### config.mk
export PLATFORM = sky130hd
export DESIGN_NAME = rat_intr_ctrl
export DESIGN_NICKNAME = d
export VERILOG_FILES = /design/src/rtl/rat_intr_ctrl.sv
export SDC_FILE = /design/constraint.sdc
export NUM_CORES = 1
export LEC_CHECK = 0
export ABC_CLOCK_PERIOD_IN_PS = 2000
export BUFFER_PORTS_ARGS = -buffer_cell sky130_fd_sc_hd__buf_4
export CORE_MARGIN = 1
export CORE_UTILIZATION = 40
export CTS_CLUSTER_SIZE = 14
export DETAILED_ROUTE_END_ITERATION = 16
export PLACE_DENSITY = 0.62
export SLEW_MARGIN = 20
export SYNTH_ARGS = -nofsm -noshare
export SYNTH_HDL_FRONTEND = slang
export SYNTH_SLANG_ARGS = --single-unit
### constraint.sdc
create_clock -name CLK -period 2 [get_ports CLK]
set_input_delay 0.4 -clock CLK [delete_from_list [all_inputs] [get_ports CLK]]
set_output_delay 0.4 -clock CLK [all_outputs]
set_load 0.02 [all_outputs]
### src/rtl/rat_intr_ctrl.sv
`default_nettype none
// ============================================================================
//  Module      : rat_intr_ctrl
//  Description : Interrupt controller in front of the MCU control unit.
//                Synchronises and edge-detects the external sources, latches
//                them as pending, applies the software mask and holds the
//                global interrupt-enable flag. A request is raised only in
//                an EXEC_PH cycle and retired on the interrupt-cycle ack.
//                Optional macro RAT_INTR_RR_PRIO_EN selects round-robin
//                priority instead of fixed lowest-index priority.
//  Revision    : 1.0  initial release
// ============================================================================
module rat_intr_ctrl #(
    parameter int NUM_SRC     = 4,
    parameter int SYNC_STAGES = 2
) (
    input  logic               CLK,
    input  logic               RESET_N,
    input  logic [NUM_SRC-1:0] IRQ_IN,
    input  logic               EXEC_PH,
    input  logic               I_SET,
    input  logic               I_CLR,
    input  logic               INT_ACK,
    input  logic               MASK_WE,
    input  logic [NUM_SRC-1:0] MASK_DIN,
    output logic               INT_R_MCU,
    output logic [2:0]         INT_ID,
    output logic               I_FLAG,
    output logic [NUM_SRC-1:0] PENDING,
    output logic [NUM_SRC-1:0] MASK
);

    typedef enum logic [1:0] {
        ST_IDLE     = 2'd0,
        ST_ARM      = 2'd1,
        ST_WAIT_ACK = 2'd2
    } state_t;

    state_t             state_q, state_d;
    logic [NUM_SRC-1:0] sync_q [SYNC_STAGES];
    logic [NUM_SRC-1:0] sync_d [SYNC_STAGES];
    logic [NUM_SRC-1:0] delay_q, delay_d;
    logic [NUM_SRC-1:0] edge_q, edge_d;
    logic [NUM_SRC-1:0] pending_q, pending_d;
    logic [NUM_SRC-1:0] mask_q, mask_d;
    logic               i_flag_q, i_flag_d;
    logic [2:0]         int_id_q, int_id_d;

    logic [NUM_SRC-1:0] w_req;
    logic [NUM_SRC-1:0] w_clr;
    logic               w_eligible;
    logic               w_ack;
    logic               w_fire;
    logic [2:0]         w_win_lo;
    logic [2:0]         w_win;

    assign w_req      = pending_q & mask_q;
    assign w_eligible = (|w_req) & i_flag_q;
    // Ack only counts while a request is outstanding; elsewhere it is ignored.
    assign w_ack      = (state_q == ST_WAIT_ACK) & INT_ACK;
    assign w_fire     = (state_q == ST_ARM) & EXEC_PH & w_eligible;

    // Synchroniser shift chain, delay flop and registered rising-edge pulse.
    always_comb begin
        sync_d[0] = IRQ_IN;
        for (int s = 1; s < SYNC_STAGES; s++) begin
            sync_d[s] = sync_q[s-1];
        end
        delay_d = sync_q[SYNC_STAGES-1];
        edge_d  = sync_q[SYNC_STAGES-1] & ~delay_q;
    end

    // Fixed priority: lowest enabled pending index.
    always_comb begin
        w_win_lo = '0;
        for (int i = NUM_SRC - 1; i >= 0; i--) begin
            if (w_req[i]) begin
                w_win_lo = 3'(i);
            end
        end
    end

`ifdef RAT_INTR_RR_PRIO_EN
    logic [2:0] last_id_q, last_id_d;
    logic [2:0] w_win_hi;
    logic       w_hi_found;

    // Round robin: lowest requester above the last serviced index, else wrap.
    always_comb begin
        w_win_hi   = '0;
        w_hi_found = 1'b0;
        for (int i = NUM_SRC - 1; i >= 0; i--) begin
            if (w_req[i] && (3'(i) > last_id_q)) begin
                w_win_hi   = 3'(i);
                w_hi_found = 1'b1;
            end
        end
        w_win     = w_hi_found ? w_win_hi : w_win_lo;
        last_id_d = w_ack ? int_id_q : last_id_q;
    end

    // Pointer to the most recently acknowledged source.
    always_ff @(posedge CLK or negedge RESET_N) begin
        if (!RESET_N) begin
            last_id_q <= 3'(NUM_SRC - 1);
        end else begin
            last_id_q <= last_id_d;
        end
    end
`else
    assign w_win = w_win_lo;
`endif

    // Next-state for pending, mask, I flag, latched ID and the request FSM.
    always_comb begin
        w_clr = '0;
        for (int i = 0; i < NUM_SRC; i++) begin
            w_clr[i] = w_ack & (int_id_q == 3'(i));
        end
        // A new edge in the clear cycle takes precedence over the clear.
        pending_d = (pending_q & ~w_clr) | edge_q;
        mask_d    = MASK_WE ? MASK_DIN : mask_q;

        i_flag_d = i_flag_q;
        if (w_ack) begin
            i_flag_d = 1'b0;
        end else if (I_CLR) begin
            i_flag_d = 1'b0;
        end else if (I_SET) begin
            i_flag_d = 1'b1;
        end

        int_id_d = w_fire ? w_win : int_id_q;

        state_d = state_q;
        case (state_q)
            ST_IDLE: begin
                if (w_eligible) begin
                    state_d = ST_ARM;
                end
            end
            ST_ARM: begin
                if (!w_eligible) begin
                    state_d = ST_IDLE;
                end else if (EXEC_PH) begin
                    state_d = ST_WAIT_ACK;
                end
            end
            ST_WAIT_ACK: begin
                if (INT_ACK) begin
                    state_d = ST_IDLE;
                end
            end
            default: state_d = ST_IDLE;
        endcase
    end

    // State registers with asynchronous active-low reset.
    always_ff @(posedge CLK or negedge RESET_N) begin
        if (!RESET_N) begin
            for (int s = 0; s < SYNC_STAGES; s++) begin
                sync_q[s] <= '0;
            end
            delay_q   <= '0;
            edge_q    <= '0;
            pending_q <= '0;
            mask_q    <= '1;
            i_flag_q  <= 1'b0;
            int_id_q  <= '0;
            state_q   <= ST_IDLE;
        end else begin
            for (int s = 0; s < SYNC_STAGES; s++) begin
                sync_q[s] <= sync_d[s];
            end
            delay_q   <= delay_d;
            edge_q    <= edge_d;
            pending_q <= pending_d;
            mask_q    <= mask_d;
            i_flag_q  <= i_flag_d;
            int_id_q  <= int_id_d;
            state_q   <= state_d;
        end
    end

    assign INT_R_MCU = w_fire;
    assign INT_ID    = int_id_q;
    assign I_FLAG    = i_flag_q;
    assign PENDING   = pending_q;
    assign MASK      = mask_q;

endmodule
`default_nettype wire

==> results of run 1 <==
[layout by cell type, fill, tap and decap left out, types with 2 or more instances in the layout]
cell type  Yosys  routed
buf_4          1      26
dfrtp_1       25      25
mux2_2         6       6
clkbuf_4       0       5
dfstp_2        4       4
nand2_1        4       4
nor2b_1        4       4
a21o_1         3       3
nand2b_1       2       2
nor3b_1        2       2
a21oi_1        2       2
clkbuf_8       0       2
[what timing repair did]
action | 4_1_cts | 5_1_grt
endpoints found under the hold margin | 25 | 0
gates resized for setup | 1 | 1
pin swaps | 1 | 0
setup endpoints to repair | 1 | 1
setup buffers | 1 | 0
hold buffers | 1 | 0
[state kept, by name, indices dropped and copies added (netlist names)]
register	cells
MASK	4
I_FLAG	1
edge_q	4
PENDING	4
sync_d	4
INT_ID	2
state_q	2
delay_d	4
delay_q	4
[through the flow]
stage / power, mW / util (%) / cells / instance area [sq um] / hold WS, ns
final: 1.26 / 57.7 / 129 / 1330 / 0.186
after global routing: 1.33 / 57.7 / 129 / 1330 / 0.142
after CTS: 1.27 / 57.4 / 129 / 1320 / 0.168
after global placement: 0.869 / 53.4 / 119 / 1230 / 0.335
after floorplan: 0.776 / - / 66 / 1000 / 0.104
after detailed placement: 0.870 / 53.4 / 119 / 1230 / 0.336
[cells by family after synthesis]
kind of cell | Yosys count | share of synthesized area (%)
compound gates | 8 | 5.60
buf+inv | 1 | 0.747
mux | 6 | 6.72
flops | 29 | 72.7
simple gates | 21 | 13.8
other cells | 1 | 0.373
[layout make-up]
type	count	area, sq um
clock buffers	7	65.1
clock inverters	1	5.00
fillers	198	971
multi-input cells	36	274
flip-flops and latches	29	731
well taps	28	35.0
repair buffers	28	216
[report_power, final]
part	leakage [nW]	switching (mW)	internal, mW	total [mW]
clock	0.0413	0.190	0.204	0.394
sequential	0.334	0.0441	0.640	0.684
combinational	0.238	0.0875	0.0952	0.183
[layer usage]
| metal | vias up | part of all wire, % | GRT usage (%) |
|---|---|---|---|
| met5 | - | 0 | 0 |
| met4 | 0 | 0.70 | 8.11 |
| met3 | 2 | 5.0 | 9.94 |
| met2 | 19 | 50 | 22.4 |
| met1 | 319 | 44 | 17.5 |
| li1 | 292 | - | - |
[critical path, delay by kind of cell (launching register included)]
kind	cells	cell delay [ns]
AO/OA/AOI/OAI	1	0.13
AND/OR/NAND/NOR	2	0.36
buffers and inverters	1	0.14
flip-flops	1	0.57
[final timing paths]
kind	start	to	slack, ns	cells after the start
max reg2reg	MASK[1]	INT_ID[1]	0.36	5
min reg2reg	sync_d[1]	delay_d[1]	0.36	0
max in group asynchronous	RESET_N	MASK[2]	1.15	2
min in group asynchronous	RESET_N	INT_ID[0]	0.53	2
max	MASK[1]	INT_R_MCU	0.08	4
min	IRQ_IN[3]	sync_d[3]	0.19	1
==> reports/results.tsv, run 1 <==
stage	metric	value	unit
status	outcome	finished clean	
power_and_ir_drop	power.leakage	0.614	nW
sta	max_freq	0.522	GHz
cells_and_area	drive_gt1_share	49.5	%
sta	rsz0062_at_grt	false	
power_and_ir_drop	peakVddDrop	0.566	mV
synth	synth_area	1000	sq um
route	first_iter_violations	5	
synth	synthArstFlopShare	100	%
worst_setup_path	cp.arrival	1.52	ns
worst_setup_path	critPathRequiredTime	1.60	ns
sta	min_period_over_period	95.8	%
route	drtPass1Iterations	4	
synth	syn_inst	66	
floorplanning	io_pins	28	
synth	yosys.area.top_type_share	62.3	%
sta	setup_violations	0	
synth	syn_nets	81	
grt	grt_max_degree	30	
worst_setup_path	crit_path_max_incr_delay	0.57	ns
floorplanning	fp-row-count	17	
synth	ys_types	23	
synth	synth_enable_flop_cells	0	
synth	synth-seq-area-share	72.7	%
floorplanning	chipWidth	52.1	microns
worst_setup_path	endpoint_kind	output port	
min_path	worstHoldPathType	in -> reg	
grt	grt_overflow	0	
cells_and_area	n_antenna_cell	0	
sta	fin_setup_tns	0	ns
synth	yosys_warnings	0	
synth	avgSynthCellArea	15.2	sq um
job	max_cap_viol_count	0	
placed_design	hpwl	1120	microns
worst_setup_path	startpoint_type	flop	
floorplanning	start_util	43.7	%
placed_design	port_buffers	26	
sta	fin_worst_skew	0.0114	ns
route	via_per_inst	4.90	
clock_tree	clk_path_buf_depth	2	
grt	grt_pass1_wl	2740	microns
grt	grt_usage	15.6	%
route	wl	1720	microns
synth	yosys.area.top_type	dfrtp_1	
clock_tree	clk-insertion-delay-late	0.31	ns
cells_and_area	nNetsFinal	115	
sta	hold_viol_final	0	
sta	timing.final.ws_setup	0.0850	ns
clock_tree	cts-root-buf	clkbuf_4	
synth	yosys-top-cells-count	dfrtp_1 (25), mux2_2 (6), dfstp_2 (4), nand2_1 (4), nor2b_1 (4)	
worst_setup_path	worstPathCellList	a22o_4, and3b_2, nor3_4, buf_6	
floorplanning	core-area	2300	sq um
worst_setup_path	path_class	reg -> out	
floorplanning	die-height	52.1	microns
worst_setup_path	cp_slowest_cell	dfstp_2	
synth	yosysMostFrequentCell	dfrtp_1	
grt	antenna_found_initial	0	
placed_design	preCtsSetupSlack	0.281	ns
cells_and_area	area_delta_synth_final	32.0	%
route	drc	0	
clock_tree	htreeDepth	2	
sta	drv_slew	0	
route	detail-route-antenna-nets	0	
clock_tree	numCtsBuffers	5	
clock_tree	clkTransAtPathRegs	0.09	ns
sta	layout_min_cycle_time	1.92	ns
clock_tree	cts_tree	done	
placed_design	gp_congestion	0.708	
clock_tree	cts.sinks	29	
synth	synth_seq_cells	29	
synth	synth_flop_cell	dfrtp_1	
worst_setup_path	crit_fanout	4	
synth	synth_area_leaders	dfrtp_1 (62%), dfstp_2 (10%), mux2_2 (6.7%)	
power_and_ir_drop	power.density	950	nW/um^2
route	wire_per_inst	13.3	microns
route	dr_total_vias	632	
grt	grt_pass1_vias	615	
floorplanning	die_area	2720	sq um
(Power assumes the default switching activity.)
==> run 2, diff against run 1 <==
Settings changed: SETUP_SLACK_MARGIN from default to 0.3.
==> run 2 against run 1 <==
Setup slack better by 0.0052 ns; flip-flop and latch count unchanged; maximum frequency up 0.27%; sequential power about the same; count of clock-buffer cells in the layout unchanged; via count up 3.2%; cell area up 4.4%; final cell count up 3.1%; critical path type unchanged; critical endpoint unchanged; largest cell class unchanged; largest power group unchanged.
==> reports/results.tsv, run 2 (synthesized netlist as in run 1, its figures left out) <==
stage	metric	value	unit	change
sta	min_period_over_period	95.5	%	-0.26 points
sta	hold_viol_final	0		unchanged
clock_tree	cts-root-buf	clkbuf_4		
sta	setup_violations	0		unchanged
placed_design	hpwl	1120	microns	+0.63%
clock_tree	htreeDepth	2		unchanged
sta	timing.final.ws_setup	0.0901	ns	+0.00518 ns
grt	grt_pass1_vias	610		-0.81%
power_and_ir_drop	power.leakage	0.642	nW	+4.6%
power_and_ir_drop	peakVddDrop	0.646	mV	+14%
placed_design	gp_congestion	0.770		+8.7%
sta	max_freq	0.524	GHz	+0.27%
clock_tree	clk-insertion-delay-late	0.32	ns	about the same
sta	drv_slew	0		unchanged
worst_setup_path	path_class	reg -> out		
floorplanning	io_pins	28		unchanged
floorplanning	start_util	43.7	%	unchanged
cells_and_area	area_delta_synth_final	37.9	%	
route	drtPass1Iterations	4		unchanged
route	drc	0		unchanged
clock_tree	clkTransAtPathRegs	0.09	ns	about the same
route	dr_total_vias	652		+3.2%
min_path	worstHoldPathType	in -> reg		
floorplanning	core-area	2300	sq um	unchanged
floorplanning	die_area	2720	sq um	unchanged
placed_design	port_buffers	26		unchanged
grt	grt_overflow	0		unchanged
route	via_per_inst	4.90		about the same
worst_setup_path	endpoint_kind	output port		
sta	layout_min_cycle_time	1.91	ns	-0.00518 ns
cells_and_area	final_cell_mix	buf_4 (29), dfrtp_1 (25), clkbuf_4 (5)		
clock_tree	numCtsBuffers	5		unchanged
floorplanning	fp-row-count	17		unchanged
grt	antenna_found_initial	0		unchanged
clock_tree	cts_tree	done		
cells_and_area	nNetsFinal	119		+3.5%
cells_and_area	final_common_cell	buf_4		
clock_tree	clk_path_buf_depth	2		unchanged
grt	grt_usage	14.9	%	-0.66 points
worst_setup_path	critPathRequiredTime	1.60	ns	about the same
floorplanning	die-height	52.1	microns	unchanged
route	wl	1760	microns	+2.7%
grt	grt_pass1_wl	2650	microns	-3.3%
cells_and_area	n_antenna_cell	0		unchanged
route	wire_per_inst	13.3	microns	-0.35%
placed_design	preCtsSetupSlack	0.340	ns	+0.0580 ns
cells_and_area	drive_gt1_share	51.4	%	+1.9 points
worst_setup_path	crit_fanout	2		-2
route	detail-route-antenna-nets	0		unchanged
worst_setup_path	startpoint_type	flop		
status	outcome	finished clean		
route	first_iter_violations	5		unchanged
job	max_cap_viol_count	0		unchanged
grt	grt_max_degree	30		unchanged
floorplanning	chipWidth	52.1	microns	unchanged
sta	fin_setup_tns	0	ns	unchanged
sta	rsz0062_at_grt	true		
worst_setup_path	cp.arrival	1.51	ns	about the same
power_and_ir_drop	power.density	997	nW/um^2	+4.9%
sta	fin_worst_skew	0.0111	ns	-0.000324 ns
clock_tree	cts.sinks	29		unchanged
==> run 2: changes by cell type in the layout (fill, tap and decap cells not counted), sizes merged <==
cell | previous run | this run
clkinv | 1 | 0
buf | 27 | 31
bufinv | 0 | 1
==> run 2: power by group <==
part / internal [mW] / switching, mW / leakage [nW]
sequential: 0.640 / 0.0424 / 0.334
clock: 0.298 / 0.196 / 0.0455
combinational: 0.111 / 0.0938 / 0.262
total: 1.05 / 0.333 / 0.642
==> run 2: per-stage QoR <==
stage	total power, mW	util (%)	std cells	instance area, sq um	hold WS, ns
2_1_floorplan	0.776	-	66	1000	0.104
3_3_place_gp	0.869	53.4	119	1230	0.334
3_5_place_dp	0.871	53.4	119	1230	0.336
4_1_cts	1.37	58.7	131	1350	0.164
5_1_grt	1.44	60.3	133	1390	0.145
6_report	1.38	60.3	133	1390	0.183
==> run 2: routing by layer <==
| layer | wire, microns | GRT usage, % |
|---|---|---|
| met5 | 0 | 0 |
| met4 | 41 | 8.11 |
| met3 | 121 | 9.65 |
| met2 | 819 | 22.9 |
| met1 | 781 | 15.3 |
==> run 2: final timing paths <==
kind / from / end / slack (ns) / depth (start not counted)
hold / removal: IRQ_IN[0] / sync_d[0] / 0.18 / 1
setup / recovery: MASK[1] / INT_R_MCU / 0.09 / 4
min in group asynchronous: RESET_N / state_q[1] / 0.52 / 2
max in group asynchronous: RESET_N / MASK[2] / 1.16 / 2
hold reg to reg: sync_d[1] / delay_d[1] / 0.36 / 0
setup reg to reg: PENDING[1] / INT_ID[0] / 0.32 / 6
==> run 2: area by class of cell <==
type | count | area [sq um]
multi-input cells | 36 | 284
well taps | 28 | 35.0
clock buffers | 7 | 55.1
fillers | 197 | 912
flip-flops and latches | 29 | 731
repair buffers | 32 | 250
clock inverters | 1 | 30.0
==> run 2: repair_timing <==
action	CTS	global route
setup buffers	3	2
endpoints found under the hold margin	25	0
resized for setup	1	5
hold buffers	1	0
pin swaps	1	2
setup endpoints to repair	1	3
==> run 2: critical path: stages, from the launching register on <==
cell     delay [ns]
dfstp_2        0.56
a22o_4         0.13
and3b_2        0.23
nor3_4         0.14
buf_6          0.14
